$ cat src/rtl/encoder_16x4_seq_if.sv
// encoder_16x4_seq_if
// Bundles the request-vector handshake and the index-output handshake of the
// sequential 16-to-4 encoder.
//   in_valid/in/in_ready          : request vector from the producer
//   out_valid/out/out_last/out_ready : one encoded index per handshake
//   out_count                      : set-bit count of the last accepted vector
//   zero_err                       : one-cycle pulse on an all-zero vector
// Modports:
//   slave  : the encoder itself
//   master : the producer/consumer environment around it
interface encoder_16x4_seq_if;
  logic        in_valid;
  logic [15:0] in;
  logic        in_ready;
  logic        out_valid;
  logic [3:0]  out;
  logic        out_last;
  logic        out_ready;
  logic [4:0]  out_count;
  logic        zero_err;

  modport slave (
    input  in_valid, in, out_ready,
    output in_ready, out_valid, out, out_last, out_count, zero_err
  );

  modport master (
    output in_valid, in, out_ready,
    input  in_ready, out_valid, out, out_last, out_count, zero_err
  );
endinterface

$ cat src/rtl/encoder_16x4_seq.sv
// encoder_16x4_seq
// Sequential 16-to-4 encoder. A non-zero request vector is captured over a
// valid/ready handshake and then drained one set bit per output handshake,
// lowest index first (LSB_FIRST=1) or highest index first (LSB_FIRST=0).
// Ports:
//   clk : rising-edge clock
//   rst : synchronous active-high reset
//   bus : encoder_16x4_seq_if.slave (request vector in, encoded index out,
//         out_count and zero_err status)
module encoder_16x4_seq #(
  parameter bit LSB_FIRST = 1'b1
) (
  input logic                  clk,
  input logic                  rst,
  encoder_16x4_seq_if.slave    bus
);

  typedef enum logic {IDLE, EMIT} state_t;

  state_t      state_q, state_d;
  logic [15:0] pending_q, pending_d;
  logic [4:0]  out_count_q, out_count_d;
  logic        zero_err_q, zero_err_d;

  logic [3:0]  sel_idx;
  logic        single_bit;
  logic [4:0]  in_popcount;

  // Priority select over the pending register. The scan visits bits in the
  // reverse of the emission order so the last hit is the winning index.
  always_comb begin
    sel_idx = 4'd0;
    for (int i = 0; i < 16; i++) begin
      int j;
      j = LSB_FIRST ? (15 - i) : i;
      if (pending_q[j]) sel_idx = j[3:0];
    end
  end

  // Popcount of the incoming vector, only used on the accept edge.
  always_comb begin
    in_popcount = 5'd0;
    for (int i = 0; i < 16; i++) begin
      in_popcount = in_popcount + {4'd0, bus.in[i]};
    end
  end

  // Clearing the lowest set bit leaves zero only when one bit remains.
  assign single_bit = ((pending_q & (pending_q - 16'd1)) == 16'd0);

  always_comb begin
    state_d     = state_q;
    pending_d   = pending_q;
    out_count_d = out_count_q;
    zero_err_d  = 1'b0;
    case (state_q)
      IDLE: begin
        if (bus.in_valid) begin
          if (bus.in != 16'd0) begin
            pending_d   = bus.in;
            out_count_d = in_popcount;
            state_d     = EMIT;
          end else begin
            out_count_d = 5'd0;
            zero_err_d  = 1'b1;
          end
        end
      end
      EMIT: begin
        // out_valid is always high here, so out_ready alone completes a handshake.
        if (bus.out_ready) begin
          pending_d = pending_q & ~(16'd1 << sel_idx);
          if (single_bit) state_d = IDLE;
        end
      end
      default: state_d = IDLE;
    endcase
  end

  always_ff @(posedge clk) begin
    if (rst) begin
      state_q     <= IDLE;
      pending_q   <= 16'd0;
      out_count_q <= 5'd0;
      zero_err_q  <= 1'b0;
    end else begin
      state_q     <= state_d;
      pending_q   <= pending_d;
      out_count_q <= out_count_d;
      zero_err_q  <= zero_err_d;
    end
  end

  // in_ready is gated by rst so the producer sees "not ready" for the whole
  // reset window, not just after the first reset edge.
  assign bus.in_ready  = (state_q == IDLE) && !rst;
  assign bus.out_valid = (state_q == EMIT);
  assign bus.out       = (state_q == EMIT) ? sel_idx : 4'd0;
  assign bus.out_last  = (state_q == EMIT) && single_bit;
  assign bus.out_count = out_count_q;
  assign bus.zero_err  = zero_err_q;

endmodule

$ cat src/flat_wrapper.sv
// flat-port wrapper written by rule: the top's interface ports become plain ports
module encoder_16x4_seq_flat 
#(
  parameter bit LSB_FIRST = 1'b1
)
  (clk, rst, bus_in_valid, bus_in, bus_out_ready, bus_in_ready, bus_out_valid, bus_out, bus_out_last, bus_out_count, bus_zero_err);
  encoder_16x4_seq_if bus_i ();
  input logic clk;
  input logic rst;
  input wire logic [$bits(bus_i.in_valid)-1:0] bus_in_valid;
  input wire logic [$bits(bus_i.in)-1:0] bus_in;
  input wire logic [$bits(bus_i.out_ready)-1:0] bus_out_ready;
  output wire logic [$bits(bus_i.in_ready)-1:0] bus_in_ready;
  output wire logic [$bits(bus_i.out_valid)-1:0] bus_out_valid;
  output wire logic [$bits(bus_i.out)-1:0] bus_out;
  output wire logic [$bits(bus_i.out_last)-1:0] bus_out_last;
  output wire logic [$bits(bus_i.out_count)-1:0] bus_out_count;
  output wire logic [$bits(bus_i.zero_err)-1:0] bus_zero_err;
  assign bus_i.in_valid = bus_in_valid;
  assign bus_i.in = bus_in;
  assign bus_i.out_ready = bus_out_ready;
  assign bus_in_ready = bus_i.in_ready;
  assign bus_out_valid = bus_i.out_valid;
  assign bus_out = bus_i.out;
  assign bus_out_last = bus_i.out_last;
  assign bus_out_count = bus_i.out_count;
  assign bus_zero_err = bus_i.zero_err;
  encoder_16x4_seq #(.LSB_FIRST(LSB_FIRST)) u_core (.clk(clk), .rst(rst), .bus(bus_i));
endmodule
$ cat config.mk
export PLATFORM = sky130hd
export DESIGN_NAME = encoder_16x4_seq_flat
export DESIGN_NICKNAME = d
export VERILOG_FILES = /design/src/rtl/encoder_16x4_seq_if.sv /design/src/rtl/encoder_16x4_seq.sv /design/src/flat_wrapper.sv
export SDC_FILE = /design/constraint.sdc
export NUM_CORES = 1
export LEC_CHECK = 0
export CAP_MARGIN = 20
export CORE_UTILIZATION = 30
export DETAILED_ROUTE_END_ITERATION = 7
export PLACE_DENSITY_LB_ADDON = 0.15
export SLEW_MARGIN = 20
export SYNTH_ARGS = -nofsm -noshare
export SYNTH_HDL_FRONTEND = slang
export SYNTH_SLANG_ARGS = --single-unit
$ cat constraint.sdc
create_clock -name clk -period 3.9 [get_ports clk]
set_input_delay 0.78 -clock clk [delete_from_list [all_inputs] [get_ports clk]]
set_output_delay 0.78 -clock clk [all_outputs]
set_load 0.01 [all_outputs]
==> results.json <==
{
  "status": "complete, but fails checks",
  "violations": "design-rule violations, negative setup slack",
  "leakagePower_nw": 1.05,
  "dpl.hpwl_um": 4190,
  "fillCellCount": 655,
  "worst_slack_ps": -77.5,
  "p_per_area_mw_per_mm2": 390,
  "synth_edf_count": 0,
  "viasPerCell": 5.09,
  "clock_latency_ps": 270,
  "cts-root-buf": "clkbuf_8",
  "max_slew_margin_pct": 59.8,
  "syn_inst": 228,
  "grt_pass1_vias": 1701,
  "ctsHoldBuffers": 0,
  "antenna_cells": 0,
  "grtUsageTotal_pct": 15.6,
  "finalCriticalPeriod_ps": 3980,
  "maxSlewViolCount": 0,
  "die-area_mm2": 0.00720,
  "synth-seq-cells": 23,
  "initial_core_util_pct": 31.7,
  "async_reset_ff_share_pct": 0,
  "netlist_top_cells_count": "29 x inv_1, 23 x dfxtp_1, 19 x nor2_1",
  "vias": 1756,
  "clkSinkCount": 23,
  "grt_first_pass_wirelength_um": 8850,
  "drive_gt1_share_pct": 20.9,
  "yosysSeqAreaShare_pct": 22.3,
  "drt_iter0_drc": 78,
  "startpoint_type": "input port",
  "fin_crit_sh_pct": 102,
  "htree_num_levels": 1,
  "tightest_slew_ps": 598,
  "coreArea_mm2": 0.00649,
  "cap_viol_max_count": 0,
  "clock_path_buffers": 2,
  "grt_setup_unrepaired": "yes",
  "cts_buffers": 3,
  "avgRoutedWirePerCell_um": 15.1,
  "finalHoldViolCount": 0,
  "antenna_found_initial": 0,
  "synth_top_area_share_pct": 22.3,
  "synth.most_common_cell": "inv_1",
  "fp.dieH_um": 84.9,
  "skew_ps": 6.92,
  "wl_um": 5210,
  "ioPinCount": 33,
  "cp_max_fo": 2,
  "fmax_mhz": 251,
  "drc": 3,
  "io_buffer_count": 32,
  "dieWidth_um": 84.9,
  "ir_worst_vdd_mv": 0.237,
  "grt_remaining_overflow": 0,
  "tns_ps": -223,
  "rows": 29,
  "seqCellArea_um2": 460,
  "grt_max_degree": 27,
  "detail-route-antenna-nets": 0,
  "path_clk_slew_ps": 90,
  "pre_cts_slack_ps": -856,
  "synth_ff_type": "dfxtp_1",
  "hold_ws_ps": 507,
  "area.growth.synth_to_final_pct": 26.8,
  "critPathKind": "in -> reg",
  "critPathCaptureType": "flop",
  "synth_area_leaders": "dfxtp_1 22%, fa_1 9.7%, mux2i_1 6.8%",
  "post-route-util_pct": 40.2,
  "ys_warn_count": 0,
  "synth_nets": 265,
  "netlist_area_mm2": 0.00206,
  "routabilityCongestion": 0.807,
  "nets": 306,
  "required_ps": 4060,
  "hp-class": "reg -> reg",
  "worst_ep_arrival_time_ps": 4140,
  "synth_area_leader_cell": "dfxtp_1",
  "cts_tree": "done",
  "drt_pass1_iterations": 8,
  "multi_input_area_mm2": 0.00143,
  "avgSynthCellArea_um2": 9.04,
  "setup_viol": 4,
  "yosysUniqueCellTypes": 54
}
[power breakdown]
group	total (mW)	internal [mW]	switching, mW	leakage (nW)
registers	0.305	0.264	0.0407	0.189
clock network	0.154	0.0715	0.0822	0.0255
logic	0.559	0.284	0.276	0.835
total	1.02	0.620	0.398	1.05
[critical path, stage by stage]
cell and delay (ps):
buf_8 90, inv_8 30, ha_4 240, inv_2 30, fa_1 460, fa_1 570, fa_1 440, fa_1 460
fa_2 350, inv_2 80, fa_2 440, a22oi_2 120, nor2_1 60
[per-stage QoR]
stage | total power [mW] | instance area, µm² | cells
floorplan | 0.691 | 2090 | 228
global placement | 0.859 | 2550 | 340
detailed placement | 0.859 | 2550 | 340
CTS | 1.02 | 2610 | 345
global route | 1.12 | 2610 | 345
finish | 1.02 | 2610 | 345
[sequential cells by signal, indices dropped and copies added, names as in the netlist]
name,cells
u_core.bus.out_count,5
u_core.bus.out_valid,1
u_core.bus.zero_err,1
u_core.pending_q,16
[per-layer routing]
metal	share of wire, %	vias to the layer above	wire (µm)	global-route usage, %
met5	0	-	0	0
met4	0.58	0	30	2.77
met3	3.2	2	166	2.72
met2	44	34	2320	24.4
met1	52	823	2700	22.8
li1	-	897	-	-
[final timing paths]
| check | endpoint | cells after the start | from | slack, ps |
|---|---|---|---|---|
| hold / removal | u_core.bus.out_count[4] | 2 | u_core.bus.out_count[4] | 510 |
| setup / recovery | u_core.bus.out_count[1] | 13 | bus_in[1] | -80 |
| hold reg to reg | u_core.bus.out_count[4] | 2 | u_core.bus.out_count[4] | 510 |
| setup reg to reg | u_core.pending_q[9] | 6 | u_core.pending_q[13] | 1760 |
[cells in the final DEF (no fill, tap or decap), types with 3 or more instances in the layout]
| master | netlist | layout |
|---|---|---|
| nor4_1 | 3 | 3 |
| mux2i_1 | 14 | 14 |
| a21o_1 | 3 | 3 |
| buf_4 | 1 | 18 |
| fa_1 | 10 | 8 |
| o21ai_0 | 4 | 4 |
| a311oi_2 | 4 | 4 |
| ha_1 | 7 | 6 |
| dfxtp_1 | 23 | 23 |
| and2_1 | 4 | 4 |
| nand2b_1 | 16 | 16 |
| inv_1 | 29 | 25 |
| a21oi_1 | 9 | 8 |
| a22oi_1 | 4 | 3 |
| clkdlybuf4s50_1 | 0 | 25 |
| a311oi_1 | 10 | 10 |
| clkbuf_8 | 0 | 3 |
| nand2_1 | 6 | 6 |
| nor3_1 | 9 | 9 |
| nor2_1 | 19 | 19 |
| dlygate4sd2_1 | 0 | 5 |
[area by class of cell]
cell class	count	share of cell area [%]
clock buffer	3	1.58
clock inverter	1	0.192
inverter	29	4.65
multi-input combinational	162	54.7
sequential	23	17.6
tap	77	3.69
timing repair buffer	50	17.6
[cell families (layout without fill, tap and decap cells)]
family	count (synthesis)	after routing	synth area share, %
and+or+nand+nor	76	76	23.4
DFF	23	23	22.3
adders and majority gates	19	19	14.9
AOI/OAI and AO/OA	51	51	22.0
muxes	14	14	6.80
buffers and inverters	43	83	9.71
xor gates and xnor gates	2	2	0.850
[repair_timing]
item / in CTS / in global routing
pin swaps: 13 / 6
gates cloned: 0 / 0
setup buffers: 1 / 0
resized for setup: 19 / 1
setup endpoints to repair: 5 / 5
Power figures use the tool's default switching activity.
